===== src/rtl/reg_writeback_if.sv =====
// Write-back request/drain/forwarding bundle between the load/ALU producers,
// the write-back queue and the register file.
interface reg_writeback_if #(
  parameter int DWIDTH = 32,
  parameter int AWIDTH = 5
);
  logic              LD_VALID;
  logic [AWIDTH-1:0] LD_RD;
  logic [DWIDTH-1:0] LD_DATA;
  logic              LD_READY;
  logic              ALU_VALID;
  logic [AWIDTH-1:0] ALU_RD;
  logic [DWIDTH-1:0] ALU_DATA;
  logic              ALU_READY;
  logic              HOLD;
  logic              WE;
  logic [AWIDTH-1:0] WA;
  logic [DWIDTH-1:0] WD;
  logic [AWIDTH-1:0] FWD_RA;
  logic              FWD_HIT;
  logic [DWIDTH-1:0] FWD_DATA;
  logic              BUSY;

  modport master (
    output LD_VALID, LD_RD, LD_DATA, ALU_VALID, ALU_RD, ALU_DATA, HOLD, FWD_RA,
    input  LD_READY, ALU_READY, WE, WA, WD, FWD_HIT, FWD_DATA, BUSY
  );

  modport slave (
    input  LD_VALID, LD_RD, LD_DATA, ALU_VALID, ALU_RD, ALU_DATA, HOLD, FWD_RA,
    output LD_READY, ALU_READY, WE, WA, WD, FWD_HIT, FWD_DATA, BUSY
  );
endinterface


===== src/rtl/reg_writeback.sv =====
// Write-back queue: merges load and ALU results (load has priority) into an
// in-order FIFO drained to the register file, with youngest-match forwarding.
module reg_writeback #(
  parameter int DWIDTH = 32,
  parameter int AWIDTH = 5,
  parameter int DEPTH  = 4
) (
  input logic           CLK,
  input logic           RST,
  reg_writeback_if.slave bus
);
  localparam int PW = $clog2(DEPTH);
  localparam int CW = $clog2(DEPTH + 1);

  logic [AWIDTH-1:0] rd_q   [DEPTH];
  logic [DWIDTH-1:0] data_q [DEPTH];
  logic [PW-1:0]     head_q, head_d;
  logic [PW-1:0]     tail_q, tail_d;
  logic [CW-1:0]     count_q, count_d;

  logic              full, empty;
  logic              ld_rdy, alu_rdy;
  logic              push_vld, push_en, pop;
  logic [AWIDTH-1:0] push_rd;
  logic [DWIDTH-1:0] push_dat;
  logic              fwd_hit;
  logic [DWIDTH-1:0] fwd_dat;
  logic [PW-1:0]     idx;

  assign full    = (count_q == CW'(DEPTH));
  assign empty   = (count_q == '0);
  assign ld_rdy  = !full;
  assign alu_rdy = !full && !bus.LD_VALID;
  assign pop     = !empty && !bus.HOLD;

  always_comb begin
    push_vld = 1'b0;
    push_rd  = '0;
    push_dat = '0;
    if (bus.LD_VALID && ld_rdy) begin
      push_vld = 1'b1;
      push_rd  = bus.LD_RD;
      push_dat = bus.LD_DATA;
    end else if (bus.ALU_VALID && alu_rdy) begin
      push_vld = 1'b1;
      push_rd  = bus.ALU_RD;
      push_dat = bus.ALU_DATA;
    end
  end

  // x0 writes complete the handshake but never occupy a slot.
  assign push_en = push_vld && (push_rd != '0);

  always_comb begin
    head_d  = head_q;
    tail_d  = tail_q;
    count_d = count_q;
    if (pop) begin
      head_d = head_q + PW'(1);
    end
    if (push_en) begin
      tail_d = tail_q + PW'(1);
    end
    case ({push_en, pop})
      2'b10:   count_d = count_q + CW'(1);
      2'b01:   count_d = count_q - CW'(1);
      default: count_d = count_q;
    endcase
  end

  // Walk oldest to youngest so the last match wins.
  always_comb begin
    fwd_hit = 1'b0;
    fwd_dat = '0;
    idx     = head_q;
    for (int i = 0; i < DEPTH; i++) begin
      idx = head_q + PW'(i);
      if ((CW'(i) < count_q) && (bus.FWD_RA != '0) && (rd_q[idx] == bus.FWD_RA)) begin
        fwd_hit = 1'b1;
        fwd_dat = data_q[idx];
      end
    end
  end

  always_ff @(posedge CLK) begin
    if (RST) begin
      head_q  <= '0;
      tail_q  <= '0;
      count_q <= '0;
    end else begin
      head_q  <= head_d;
      tail_q  <= tail_d;
      count_q <= count_d;
    end
  end

  always_ff @(posedge CLK) begin
    if (!RST && push_en) begin
      rd_q[tail_q]   <= push_rd;
      data_q[tail_q] <= push_dat;
    end
  end

  assign bus.LD_READY  = ld_rdy;
  assign bus.ALU_READY = alu_rdy;
  assign bus.WE        = pop;
  assign bus.WA        = empty ? '0 : rd_q[head_q];
  assign bus.WD        = empty ? '0 : data_q[head_q];
  assign bus.FWD_HIT   = fwd_hit;
  assign bus.FWD_DATA  = fwd_dat;
  assign bus.BUSY      = !empty;
endmodule


===== src/flat_wrapper.sv =====
// flat-port wrapper written by rule: the top's interface ports become plain ports
module reg_writeback_flat 
#(
  parameter int DWIDTH = 32,
  parameter int AWIDTH = 5,
  parameter int DEPTH  = 4
)
  (CLK, RST, bus_LD_VALID, bus_LD_RD, bus_LD_DATA, bus_ALU_VALID, bus_ALU_RD, bus_ALU_DATA, bus_HOLD, bus_FWD_RA, bus_LD_READY, bus_ALU_READY, bus_WE, bus_WA, bus_WD, bus_FWD_HIT, bus_FWD_DATA, bus_BUSY);
  reg_writeback_if #(.DWIDTH(DWIDTH), .AWIDTH(AWIDTH)) bus_i ();
  input logic CLK;
  input logic RST;
  input wire logic [$bits(bus_i.LD_VALID)-1:0] bus_LD_VALID;
  input wire logic [$bits(bus_i.LD_RD)-1:0] bus_LD_RD;
  input wire logic [$bits(bus_i.LD_DATA)-1:0] bus_LD_DATA;
  input wire logic [$bits(bus_i.ALU_VALID)-1:0] bus_ALU_VALID;
  input wire logic [$bits(bus_i.ALU_RD)-1:0] bus_ALU_RD;
  input wire logic [$bits(bus_i.ALU_DATA)-1:0] bus_ALU_DATA;
  input wire logic [$bits(bus_i.HOLD)-1:0] bus_HOLD;
  input wire logic [$bits(bus_i.FWD_RA)-1:0] bus_FWD_RA;
  output wire logic [$bits(bus_i.LD_READY)-1:0] bus_LD_READY;
  output wire logic [$bits(bus_i.ALU_READY)-1:0] bus_ALU_READY;
  output wire logic [$bits(bus_i.WE)-1:0] bus_WE;
  output wire logic [$bits(bus_i.WA)-1:0] bus_WA;
  output wire logic [$bits(bus_i.WD)-1:0] bus_WD;
  output wire logic [$bits(bus_i.FWD_HIT)-1:0] bus_FWD_HIT;
  output wire logic [$bits(bus_i.FWD_DATA)-1:0] bus_FWD_DATA;
  output wire logic [$bits(bus_i.BUSY)-1:0] bus_BUSY;
  assign bus_i.LD_VALID = bus_LD_VALID;
  assign bus_i.LD_RD = bus_LD_RD;
  assign bus_i.LD_DATA = bus_LD_DATA;
  assign bus_i.ALU_VALID = bus_ALU_VALID;
  assign bus_i.ALU_RD = bus_ALU_RD;
  assign bus_i.ALU_DATA = bus_ALU_DATA;
  assign bus_i.HOLD = bus_HOLD;
  assign bus_i.FWD_RA = bus_FWD_RA;
  assign bus_LD_READY = bus_i.LD_READY;
  assign bus_ALU_READY = bus_i.ALU_READY;
  assign bus_WE = bus_i.WE;
  assign bus_WA = bus_i.WA;
  assign bus_WD = bus_i.WD;
  assign bus_FWD_HIT = bus_i.FWD_HIT;
  assign bus_FWD_DATA = bus_i.FWD_DATA;
  assign bus_BUSY = bus_i.BUSY;
  reg_writeback #(.DWIDTH(DWIDTH), .AWIDTH(AWIDTH), .DEPTH(DEPTH)) u_core (.CLK(CLK), .RST(RST), .bus(bus_i));
endmodule

===== config.mk =====
export PLATFORM = sky130hd
export DESIGN_NAME = reg_writeback_flat
export DESIGN_NICKNAME = d
export VERILOG_FILES = /design/src/rtl/reg_writeback_if.sv /design/src/rtl/reg_writeback.sv /design/src/flat_wrapper.sv
export SDC_FILE = /design/constraint.sdc
export NUM_CORES = 1
export LEC_CHECK = 0
export CORE_AREA = 2 2 177 179
export DETAILED_ROUTE_END_ITERATION = 8
export DIE_AREA = 0 0 179 181
export MAX_ROUTING_LAYER = met4
export SETUP_SLACK_MARGIN = 0.1
export SLEW_MARGIN = 25
export SYNTH_ARGS = -nofsm -noshare
export SYNTH_HDL_FRONTEND = slang
export SYNTH_SLANG_ARGS = --single-unit

===== constraint.sdc =====
create_clock -name CLK -period 3.1 [get_ports CLK]
set_input_delay 0.465 -clock CLK [delete_from_list [all_inputs] [get_ports CLK]]
set_output_delay 0.465 -clock CLK [all_outputs]
set_load 0.1 [all_outputs]

Yosys cells after proc, flatten, opt, wreduce, memory -nomap -nowiden
Memories as Yosys holds them, arrays and structs flattened. A register that Yosys moved wholly into a read port is not among the register bits.
Index checks and enable logic that the tools add are counted.
{"block": "word_totals", "inputBits": 84, "output_inout_bits": 74, "ram_bits": 148, "reg_bits": 7, "memories": 2}
{"block": "op_classes", "n_reduce_logical": 23, "n_lt_le_gt_ge": 4, "mux": 23, "eq_ne": 7, "addsub": 6}
{"name": "u_core.data_q", "words": 4, "width": 32, "rd": 4, "rd_clocked_by_memory_dff": 1, "wr": 1, "line": "reg_writeback.sv:16", "text": "logic [DWIDTH-1:0] data_q [DEPTH];"}
{"name": "u_core.rd_q", "words": 4, "width": 5, "rd": 4, "rd_clocked_by_memory_dff": 1, "wr": 1, "line": "reg_writeback.sv:15", "text": "logic [AWIDTH-1:0] rd_q [DEPTH];"}
{"cell": "32-bit 2-to-1 mux", "count": 7}
{"cell": "5-bit == test", "count": 4}
{"cell": "5-bit 2-to-1 mux", "count": 3}
{"cell": "1-bit logical AND", "count": 14}
{"cell": "5-bit nonzero test", "count": 2}
{"cell": "1-bit 2-to-1 mux", "count": 8}
{"cell": "2-bit 2-to-1 mux", "count": 4}
{"cell": "1-bit by 3-bit < comparator with 1-bit output, first input constant", "count": 2}
{"cell": "2-bit by 3-bit < comparator with 1-bit output, first input constant", "count": 2}
{"cell": "3-bit case mux with 2 select lines", "count": 1}
{"cell": "1-bit zero test", "count": 5}
{"cell": "2-bit by 1-bit adder with 2-bit output, second input constant", "count": 2}
{"cell": "2-bit adder, second input constant", "count": 2}
{"cell": "3-bit by 1-bit adder with 3-bit output, second input constant", "count": 1}
{"cell": "3-bit == test, second input constant", "count": 1}
{"cell": "3-bit zero test", "count": 1}
{"cell": "3-bit by 1-bit subtractor with 3-bit output, second input constant", "count": 1}
{"cell": "2-bit by 1-bit == test with 1-bit output, second input constant", "count": 1}
{"cell": "2-bit == test, second input constant", "count": 1}
{"cell": "2-bit nonzero test", "count": 1}

Logic depth before layout (Yosys ltp)
{"block": "logic_depth", "ltp_word": 11, "mapped_depth": 11}

Least setup slack after synthesis
OpenSTA, ideal clock, no wires.
{"block": "synth_path", "path_type": "register to register", "from": "register u_core.count_q[0]", "to": "memory u_core.data_q[0][0], enable pin", "path_buffers": 1, "period_less_slack_ps": 4628, "setup_time_ps": 398, "path_slack_ps": -1528, "stages_incl_launch_ff": 10, "arrival_ps": 4230, "path_cell_list": "dfxtp_1 > inv_1 > ha_1 > a21oi_1 > and2_1 > clkbuf_1 > a22o_1 > nor4_2 > nor2_1 > and2_1"}
{"block": "synth_via", "elab_chain_cells": 11, "elab_cells_between_ends": 14, "classes_between": "eq/ne: 1; mux: 6; reduce/logical: 7"}
{"item": "start, declared", "line": "reg_writeback.sv:19", "text": "logic [CW-1:0] count_q, count_d;"}
{"item": "start signal, assigned", "line": "reg_writeback.sv:93", "text": "count_q <= count_d;"}
{"item": "3-bit == test", "line": "reg_writeback.sv:30", "text": "assign full = (count_q == CW'(DEPTH));"}
{"item": "1-bit zero test", "line": "reg_writeback.sv:33", "text": "assign alu_rdy = !full && !bus.LD_VALID;"}
{"item": "1-bit logical AND", "line": "reg_writeback.sv:33"}
{"item": "via bus_ALU_READY", "line": "flat_wrapper.sv:21", "text": "output wire logic [$bits(bus_i.ALU_READY)-1:0] bus_ALU_READY;"}
{"item": "1-bit logical AND", "line": "reg_writeback.sv:44", "text": "end else if (bus.ALU_VALID && alu_rdy) begin"}
{"item": "5-bit 2-to-1 mux", "line": "reg_writeback.sv:44"}
{"item": "5-bit 2-to-1 mux", "line": "reg_writeback.sv:40", "text": "if (bus.LD_VALID && ld_rdy) begin"}
{"item": "via u_core.push_rd[4]", "line": "reg_writeback.sv:24", "text": "logic [AWIDTH-1:0] push_rd;"}
{"item": "5-bit nonzero test", "line": "reg_writeback.sv:52", "text": "assign push_en = push_vld && (push_rd != '0);"}
{"item": "1-bit logical AND", "line": "reg_writeback.sv:52"}
{"item": "1-bit logical AND", "line": "reg_writeback.sv:98", "text": "if (!RST && push_en) begin"}
{"item": "1-bit 2-to-1 mux", "line": "reg_writeback.sv:98"}
{"item": "1-bit 2-to-1 mux (not written as such)", "line": "reg_writeback.sv:100", "text": "data_q[tail_q] <= push_dat;"}
{"item": "end, declared", "line": "reg_writeback.sv:16"}
The timed path passes the listed nets, and every way through them passes these cells.

Final worst setup path
{"block": "layout_path", "from": "register u_core.head_q[0]", "to": "output bus_FWD_DATA[21]"}
{"block": "layout_via", "elab_chain_cells": 7, "elab_cells_between_ends": 14, "classes_between": "add/sub: 3; eq/ne: 3; mux: 3; reduce/logical: 3; memory: 2"}
{"item": "start, declared", "line": "reg_writeback.sv:17", "text": "logic [PW-1:0] head_q, head_d;"}
{"item": "start signal, assigned", "line": "reg_writeback.sv:87", "text": "head_q <= '0;"}
{"item": "start signal, assigned", "line": "reg_writeback.sv:91", "text": "head_q <= head_d;"}
{"item": "2-bit by 1-bit adder with 2-bit output", "line": "reg_writeback.sv:77", "text": "idx = head_q + PW'(i);"}
{"item": "memory read 4 x 5 bit"}
{"item": "5-bit == test", "line": "reg_writeback.sv:78", "text": "if ((CW'(i) < count_q) && (bus.FWD_RA != '0) && (rd_q[idx] == bus.FWD_RA)) begin"}
{"item": "1-bit logical AND", "line": "reg_writeback.sv:78"}
{"item": "32-bit 2-to-1 mux (2 in a row)", "line": "reg_writeback.sv:78"}
{"item": "32-bit 2-to-1 mux *", "line": "reg_writeback.sv:78"}
{"item": "end, declared", "line": "flat_wrapper.sv:26", "text": "output wire logic [$bits(bus_i.FWD_DATA)-1:0] bus_FWD_DATA;"}
Every way passes the cells marked *; elsewhere a longest branch is shown, timed or not.

==> flow_summary.ini <==
[outcome]
status = finished with violations
violations = negative setup slack

[logic_synthesis]
async_flop_share = 0
ys_dominant_reg_cell = edfxtp_1
synth_nets = 799
synth-edff-count = 148
avgSynthCellArea_um2 = 14.9
yosys_register_bits = 157
synth_cell_types = 44
syn_area_mm2 = 0.0105
synthCells = 706
yosysSeqAreaShare = 0.440
yosys_warnings = 0

[worst_setup_path]
endpoint_kind = primary output
max_stage_delay_ns = 0.53
ff2ff_setup_slack_ns = 0.32
cp_top_family = buffers and inverters
timing.critical_path.buf_inv = 6
cp_data_arrival_time_ns = 3.01
cp-start-kind = flip-flop
cp_cell_sequence = buf_8 > buf_6 > mux4_2 > xnor2_2 > nand4_1 > buf_6 > nor2_4 > buf_6 > clkbuf_16 > nand2_1 > o221ai_4 > buf_12
cp_max_fo = 6
worstSetupPathType = flip-flop to primary output
crit_path_frequent_cell = buf_6
crit_required_ns = 2.63
cpMaxStageDelayCell = mux4_2

[detailed_routing]
first_pass_iters = 5
detail-route-antenna-nets = 0
drc_errors = 0
drt_iter0_drc = 620
vias = 7792
wl_per_cell_um = 23.1
via_per_inst = 5.79
drt_wl_total_um = 31000

[floorplan]
ioPinCount = 158
die_y_um = 181
die_width_um = 179
coreArea_mm2 = 0.0303
rows = 64
dieArea_mm2 = 0.0324
initial_utilization = 0.346

[finish]
finalNetCount = 1029
layout-drive-gt1-share = 0.513
syn2layout_area_growth_pct = 53.0
antenna_cells = 0

[power]
clockPowerShare = 0.150
fin_total_pwr_mw = 13.0
seqPwrFrac = 0.217
combPwrFrac = 0.632
powerDensity_mw_per_mm2 = 810
vdd_drop_max_uv = 607
p_switching_mw = 5.79
intPower_mw = 7.23
switching_share = 0.445
cellLeakagePower_nw = 5.10

[cts]
cts_made_buffers = 17
clk_latency_ns = 0.43
clkTransAtPathRegs_ns = 0.06
cts_tree = built
cts.sinks = 157
htree_num_levels = 4
cts_root_buffer = clkbuf_16
clockBufferDepth = 2

[timing]
relSlewSlack = 0.596
worst_slack_ns = -0.377
max_freq_mhz = 288
rsz0062_at_grt = true
finalSetupViolations = 33
finClkSkew_ns = 0.00674
final_hold_viol_count = 0
tightest_slew_ns = 0.606
hold_ws_ns = 0.589
slew_violations = 0
fin_crit_ns = 3.48
period_share = 1.12

[global_routing]
grt_pass1_wl_um = 47300
grt_pass1_vias = 7872
grt_usage = 0.200
overflow = 0
grt_max_degree = 57
antenna_found_initial = 0

[run]
maxCapViolCount = 0

[placed_design]
dp_hpwl_um = 20800
finalWeightedCongestion = 0.741
io_buffer_count = 157

[worst_hold_path]
hold_path.class = flip-flop to flip-flop
## Yosys cell counts, drive strengths merged, types with 13 or more instances
library cell	n	share of area
o221ai	31	0.026
and2	42	0.025
edfxtp	148	0.42
a22o	36	0.030
nor3b	31	0.022
nand2	65	0.023
clkbuf	45	0.016
xnor2	20	0.017
a31oi	32	0.019
buf	32	0.020
nor2	13	0.0051
mux4	145	0.31
## repair_timing
item | CTS | global route
pin swaps | 22 | 25
gates resized for setup | 28 | 50
hold buffers | 0 | 0
setup endpoints to repair | 33 | 77
setup buffers | 17 | 17
gates cloned | 2 | 2
## worst paths after layout
check | from | end | depth (start not counted)
setup / recovery | u_core.head_q[0] | bus_FWD_DATA[21] | 12
hold / removal | u_core.tail_q[1] | u_core.tail_q[1] | 2
setup reg to reg | u_core.count_q[1] | u_core.data_q[1][18] | 11
hold reg to reg | u_core.tail_q[1] | u_core.tail_q[1] | 2
## routing by layer
| layer | GRT usage | routed length (um) | up-vias |
|---|---|---|---|
| met2 | 0.335 | 16400 | 260 |
| li1 | - | - | 3440 |
| met4 | 0.0566 | 516 | 0 |
| met1 | 0.257 | 12700 | 4066 |
| met5 | - | 0 | - |
| met3 | 0.0227 | 1370 | 26 |
## power by group through the flow
stage | logic, mW | registers [mW] | clock network [mW]
5_1_grt | 8.60 | 2.86 | 2.09
3_5_place_dp | 7.85 | 2.91 | 0
6_report | 8.23 | 2.83 | 1.96
4_1_cts | 8.12 | 2.83 | 1.99
3_3_place_gp | 7.83 | 2.90 | 0
2_1_floorplan | 5.45 | 2.76 | 0
## area by class of cell
cell class | instances | area, um^2
clock buffers | 19 | 433
clock inverters | 13 | 118
fillers | 2404 | 14300
inverters | 4 | 15.0
multi-input cells | 469 | 6630
flip-flops and latches | 157 | 4640
well taps | 396 | 495
repair buffers | 287 | 3740
## logic make-up after synthesis
kind of cell    share of synthesized area
simple gates                       0.0866
fa+ha+maj                          0.0107
buf+inv                            0.0375
xor+xnor                           0.0200
flops                               0.440
compound gates                     0.0862
mux                                 0.319
## tightest hold or removal path: cells and delay by family (launching register included)
family           cells  cell delay [ns]
DFF                  1             0.34
and+or+nand+nor      1             0.05
muxes                1             0.14
## sequential cells by signal (all words and copies together), names as in the netlist, named ones only
register,flops
u_core.data_q,128
u_core.head_q,2
u_core.count_q,3
u_core.rd_q,20
u_core.tail_q,2
## metrics by stage
stage	setup slack (ns)	util	cell area, um^2	TNS, ns	cells
3_3_place_gp	-0.148	0.488	14800	-3.09	1275
5_1_grt	-0.484	0.530	16100	-14.61	1345
4_1_cts	-0.398	0.516	15700	-11.64	1326
2_1_floorplan	-0.0256	-	11400	-0.309	706
3_5_place_dp	-0.167	0.488	14800	-4.07	1275
6_report	-0.377	0.530	16100	-10.68	1345
## cells in the final DEF, fill, tap and decap left out, types with 2 or more instances in the layout
cell / n
nor3b_1: 22
clkdlybuf4s50_1: 83
dfxtp_1: 5
xnor2_1: 15
a31oi_4: 23
buf_12: 99
nor3_1: 3
a22o_1: 36
clkinvlp_4: 7
nand2_4: 3
clkbuf_16: 18
clkbuf_1: 2
and2_4: 5
inv_1: 4
nand3_1: 3
xnor2_2: 5
nand2_2: 4
and2_1: 37
mux2i_1: 7
nor2_4: 2
a31oi_1: 2
a31oi_2: 7
inv_6: 2
ha_1: 9
nor3b_2: 9
buf_4: 75
buf_6: 23
xor2_1: 3
buf_8: 3
mux4_2: 145
edfxtp_1: 148
nor2_1: 10
dfxtp_4: 3
nand4_1: 3
nand2_1: 58
o221ai_4: 31
a21oi_1: 3
Power figures use the tool's default switching activity.
